===== src/rtl/snax_cgra_csr_responder.sv =====
// rtl/snax_cgra_csr_responder.sv - CSR responder for the CGRA: config bank, launch control, status and busy counter
// Optional build macro SNAX_CGRA_CSR_PERF_EN adds the busy-cycle counter at word address NumCfgRegs+2.

module snax_cgra_csr_responder #(
    parameter int unsigned NumCfgRegs = 8,
    parameter int unsigned CntWidth   = 32
) (
    input  logic                     clk_i,
    input  logic                     rst_ni,
    input  logic [63:0]              io_csr_req_bits_data_i,
    input  logic [31:0]              io_csr_req_bits_addr_i,
    input  logic                     io_csr_req_bits_write_i,
    input  logic                     io_csr_req_valid_i,
    output logic                     io_csr_req_ready_o,
    input  logic                     io_csr_rsp_ready_i,
    output logic                     io_csr_rsp_valid_o,
    output logic [63:0]              io_csr_rsp_bits_data_o,
    output logic [64*NumCfgRegs-1:0] cfg_regs_o,
    output logic                     cgra_start_o,
    input  logic                     cgra_done_i
);

    localparam logic [31:0] AddrCtrl   = 32'(NumCfgRegs);
    localparam logic [31:0] AddrStatus = 32'(NumCfgRegs + 1);
    localparam logic [31:0] AddrPerf   = 32'(NumCfgRegs + 2);

    typedef enum logic {
        IDLE,
        RSP
    } state_e;

    state_e      state_q;
    logic [63:0] cfg_q [NumCfgRegs];
    logic        busy_q;
    logic        done_sticky_q;
    logic        rsp_valid_q;
    logic [63:0] rsp_data_q;
    logic        start_q;

    logic        is_cfg;
    logic        is_ctrl;
    logic        stall;
    logic        req_hs;
    logic        wr_hs;
    logic        rd_hs;
    logic        start_req;
    logic [63:0] rd_data;
    logic [63:0] perf_val;

    assign is_cfg  = io_csr_req_bits_addr_i < AddrCtrl;
    assign is_ctrl = io_csr_req_bits_addr_i == AddrCtrl;

    // Config and launch writes are held off while the fabric is running.
    assign stall = busy_q && io_csr_req_bits_write_i && (is_cfg || is_ctrl);

    assign io_csr_req_ready_o = (state_q == IDLE) && !stall;
    assign req_hs    = io_csr_req_valid_i && io_csr_req_ready_o;
    assign wr_hs     = req_hs && io_csr_req_bits_write_i;
    assign rd_hs     = req_hs && !io_csr_req_bits_write_i;
    assign start_req = wr_hs && is_ctrl && io_csr_req_bits_data_i[0] && !busy_q;

`ifdef SNAX_CGRA_CSR_PERF_EN
    logic [CntWidth-1:0] perf_cnt_q;

    always_ff @(posedge clk_i or negedge rst_ni) begin
        if (!rst_ni) begin
            perf_cnt_q <= '0;
        end else if (start_req) begin
            perf_cnt_q <= '0;
        end else if (busy_q && !(&perf_cnt_q)) begin
            perf_cnt_q <= perf_cnt_q + 1'b1;
        end
    end

    assign perf_val = 64'(perf_cnt_q);
`else
    assign perf_val = 64'd0;
`endif

    always_comb begin
        rd_data = 64'd0;
        for (int unsigned k = 0; k < NumCfgRegs; k++) begin
            if (io_csr_req_bits_addr_i == 32'(k)) begin
                rd_data = cfg_q[k];
            end
        end
        if (io_csr_req_bits_addr_i == AddrStatus) begin
            rd_data = {62'd0, done_sticky_q, busy_q};
        end else if (io_csr_req_bits_addr_i == AddrPerf) begin
            rd_data = perf_val;
        end
    end

    always_ff @(posedge clk_i or negedge rst_ni) begin
        if (!rst_ni) begin
            for (int unsigned k = 0; k < NumCfgRegs; k++) begin
                cfg_q[k] <= 64'd0;
            end
        end else begin
            for (int unsigned k = 0; k < NumCfgRegs; k++) begin
                if (wr_hs && io_csr_req_bits_addr_i == 32'(k)) begin
                    cfg_q[k] <= io_csr_req_bits_data_i;
                end
            end
        end
    end

    for (genvar g = 0; g < NumCfgRegs; g++) begin : gen_cfg_out
        assign cfg_regs_o[64*g +: 64] = cfg_q[g];
    end

    always_ff @(posedge clk_i or negedge rst_ni) begin
        if (!rst_ni) begin
            state_q       <= IDLE;
            rsp_valid_q   <= 1'b0;
            rsp_data_q    <= 64'd0;
            start_q       <= 1'b0;
            busy_q        <= 1'b0;
            done_sticky_q <= 1'b0;
        end else begin
            start_q <= start_req;

            // Start needs busy low, so it can never collide with a done.
            if (start_req) begin
                busy_q        <= 1'b1;
                done_sticky_q <= 1'b0;
            end else if (cgra_done_i && busy_q) begin
                busy_q        <= 1'b0;
                done_sticky_q <= 1'b1;
            end

            case (state_q)
                IDLE: begin
                    if (rd_hs) begin
                        rsp_data_q  <= rd_data;
                        rsp_valid_q <= 1'b1;
                        state_q     <= RSP;
                    end
                end
                RSP: begin
                    if (io_csr_rsp_ready_i) begin
                        rsp_valid_q <= 1'b0;
                        state_q     <= IDLE;
                    end
                end
                default: begin
                    rsp_valid_q <= 1'b0;
                    state_q     <= IDLE;
                end
            endcase
        end
    end

    assign io_csr_rsp_valid_o     = rsp_valid_q;
    assign io_csr_rsp_bits_data_o = rsp_data_q;
    assign cgra_start_o           = start_q;

endmodule


===== config.mk =====
export PLATFORM = sky130hd
export DESIGN_NAME = snax_cgra_csr_responder
export DESIGN_NICKNAME = d
export VERILOG_FILES = /design/src/rtl/snax_cgra_csr_responder.sv
export SDC_FILE = /design/constraint.sdc
export NUM_CORES = 1
export LEC_CHECK = 0
export ABC_CLOCK_PERIOD_IN_PS = 6550
export BUFFER_PORTS_ARGS = -buffer_cell sky130_fd_sc_hd__buf_2
export CAP_MARGIN = 10
export CORE_AREA = 2 2 264 266
export CTS_BUF_LIST = sky130_fd_sc_hd__clkbuf_4
export DETAILED_ROUTE_END_ITERATION = 7
export DIE_AREA = 0 0 266 268
export GPL_ROUTABILITY_DRIVEN = 0
export PLACE_DENSITY = 0.68
export SLEW_MARGIN = 10
export SYNTH_ARGS = -nofsm -noshare
export SYNTH_HDL_FRONTEND = slang
export SYNTH_SLANG_ARGS = --single-unit

===== constraint.sdc =====
create_clock -name clk_i -period 6.55 [get_ports clk_i]
set_input_delay 0.3275 -clock clk_i [delete_from_list [all_inputs] [get_ports clk_i]]
set_output_delay 0.3275 -clock clk_i [all_outputs]
set_load 0.01 [all_outputs]

==> results.toml <==
[run_status]
outcome = "complete, no violations"

[sta]
skew_ns = 0.0737
fin_ws_ns = 3.43
max_freq_mhz = 321
finalSetupViolCount = 0
hold_viol_final = 0
setup-tns-final_ns = 0
finalCritPeriodShare_pct = 47.6
worst_pin_slew_ns = 1.30
rsz0062_at_grt = "false"
min_period_ns = 3.12
slew_violations = 0
maxSlewHeadroom_pct = 13.6
hold_ws_ns = 0.0693

[finish]
area_delta_synth_final_pct = 27.2
layout.cells.non_filler = 3656
multi_input_area_um2 = 10600
fillCellCount = 6114
seq_area_um2 = 14500
drive_gt1_share_pct = 57.1
nNetsFinal = 2768

[die]
start_util_pct = 37.6
row_count = 96
core_um2 = 68200
io_pins = 681
dieArea_um2 = 71300
die_x_um = 266
die_y_um = 268

[detailed_routing]
viasPerCell = 5.72
drtIter0Drc = 1808
wirelength_um = 99500
wl_per_cell_um = 27.2
firstDrtPassIters = 5
drc_errors = 0
antenna_left = 0
vias = 20900

[cts]
ctsLongestPathBuffers = 3
postCtsHoldBufs = 75
cts_tree = "done"
cts_buffers = 159
clock_latency_ns = 0.98
cts.root.buffer_cell = "clkbuf_4"
cts_sinks = 581
cts_resized = 0
cts_setup_buffers = 0
ctsHtreeMaxLevel = 4
path_clk_slew_ns = 0.06

[place]
placed_cells = 3312
dp_hpwl_um = 63000
preCtsSetupSlack_ns = 2.51
io_buffer_count = 680

[critical_path]
worstReg2RegStart = "state_q$_DFF_PN0_"
crit_type = "in2reg"
cp_data_arrival_time_ns = 3.92
end_kind = "flip-flop"
cp.required_ns = 7.35
crit_path_start = "io_csr_req_bits_addr_i[16]"
path_max_fanout = 35
startpoint_type = "primary input"

[worst_hold_path]
worstHoldPathType = "in2async"

[logic_synthesis]
synth_flop_cell = "dfrtp_1"
syn_area_per_cell_um2 = 13.9
synthArstFlopShare_pct = 100
synthDistinctLibCells = 45
syn-cell-area_um2 = 25700
postSynthCellCount = 1852
synth-seq-area-share_pct = 56.7
synth_edf_count = 0
ys_seq_elements = 581
yosys_warnings = 0
synth_fp_nets = 1954

[power_and_ir_drop]
p_per_area_nw_per_um2 = 220
peakVddDrop_mv = 0.160
total_power_uw = 7170
leakagePower_uw = 0.0181

[run]
maxCapViolations = 0

[grt]
grt_pass1_wl_um = 144000
grt_remaining_overflow = 0
antenna_found_initial = 8
grt_max_degree = 189
gr-usage-all-layers_pct = 27.3
grt_pass1_vias = 22000
state kept, by name, indices dropped and copies added (netlist names):
signal                  flops
cfg_regs_o                512
cgra_start_o                1
done_sticky_q               1
io_csr_rsp_bits_data_o     64
state_q                     1
io_csr_rsp_valid_o          1
busy_q                      1
per-layer routing:
layer	vias to the layer above	part of all wire, %	global-route usage (%)
met1	10800	38	32.7
met2	1213	48	43.9
li1	8604	-	-
met4	4	4.7	14.9
met5	-	0.023	0
met3	315	9.3	8.59
metrics by stage:
step / util (%) / area (um2)
2_1_floorplan: - / 25700
3_3_place_gp: 43.9 / 29900
3_5_place_dp: 43.9 / 29900
4_1_cts: 47.8 / 32600
5_1_grt: 47.8 / 32600
6_report: 47.8 / 32600
cell usage after synthesis, types with 6 or more instances:
cell | count | area, um2
nand3_1 | 6 | 30.0
a21oi_1 | 9 | 45.0
mux2_4 | 60 | 901
dfrtp_1 | 581 | 14500
clkbuf_1 | 73 | 274
mux2_2 | 548 | 6170
mux2i_1 | 8 | 80.1
a221oi_1 | 8 | 70.1
o22ai_1 | 50 | 313
mux4_2 | 8 | 180
nor2_1 | 61 | 229
o311a_1 | 49 | 490
buf_2 | 46 | 230
nor4_1 | 7 | 43.8
buf_6 | 6 | 67.6
mux2_1 | 14 | 158
o21ai_0 | 74 | 370
o221ai_1 | 64 | 561
buf_1 | 7 | 26.3
nand2_1 | 121 | 454
where the power goes:
part | leakage (uW) | total [uW] | internal [uW] | switching [uW]
Combinational | 0.00882 | 339 | 98.6 | 241
Clock | 0.00113 | 3230 | 1650 | 1590
Sequential | 0.00812 | 3590 | 3590 | 2.16
Total | 0.0181 | 7170 | 5340 | 1830
kinds of logic after synthesis:
family          share of synthesized area [%]
mux                                      29.2
simple gates                             3.97
flops                                    56.7
compound gates                           7.75
buf+inv                                  2.43
worst paths after layout:
check                                                         end  slack, ns  depth (start not counted)
max                                    cfg_regs_o[13]$_DFFE_PN0P_       3.43                          8
min                        io_csr_rsp_bits_data_o[54]$_DFFE_PN0P_       0.07                          2
max reg2reg                            cfg_regs_o[13]$_DFFE_PN0P_       3.47                          5
min reg2reg                io_csr_rsp_bits_data_o[22]$_DFFE_PN0P_       0.48                          2
max in group asynchronous  io_csr_rsp_bits_data_o[33]$_DFFE_PN0P_       4.80                          3
min in group clk_i                         cgra_start_o$_DFF_PN0_       0.15                          4
layout make-up:
type	count	share of cell area, %
Antenna cell	1	0.00767
Clock inverter	51	0.932
Clock buffer	217	4.99
Multi-Input combinational cell	1133	32.5
Sequential cell	581	44.6
Tap cell	882	3.38
Inverter	5	0.0575
Timing Repair Buffer	786	13.6
critical path, cell delays in order:
cell	delay (ns)
buf_2	0.11
nor4_1	0.30
nand4_1	0.62
nor4_4	0.40
buf_4	0.40
and3_4	0.72
buf_4	0.56
mux2_2	0.40
placed cells by master (no fill, tap or decap), types with 4 or more instances in the layout:
cell,instances
buf_2,677
dfrtp_1,581
a21oi_1,8
inv_1,5
mux4_2,8
mux2i_1,8
o22ai_1,50
buf_4,30
a221oi_1,8
o221ai_1,64
mux2_4,60
mux2_2,548
o311a_1,49
nand3_1,4
o211ai_1,4
nor2_1,60
dlygate4sd3_1,75
mux2_1,14
or4_4,5
clkinvlp_4,4
clkbuf_4,217
clkinv_1,35
nor4_1,7
nand2_1,120
o21ai_0,74
Note: power is estimated with default switching activity, not from simulation.
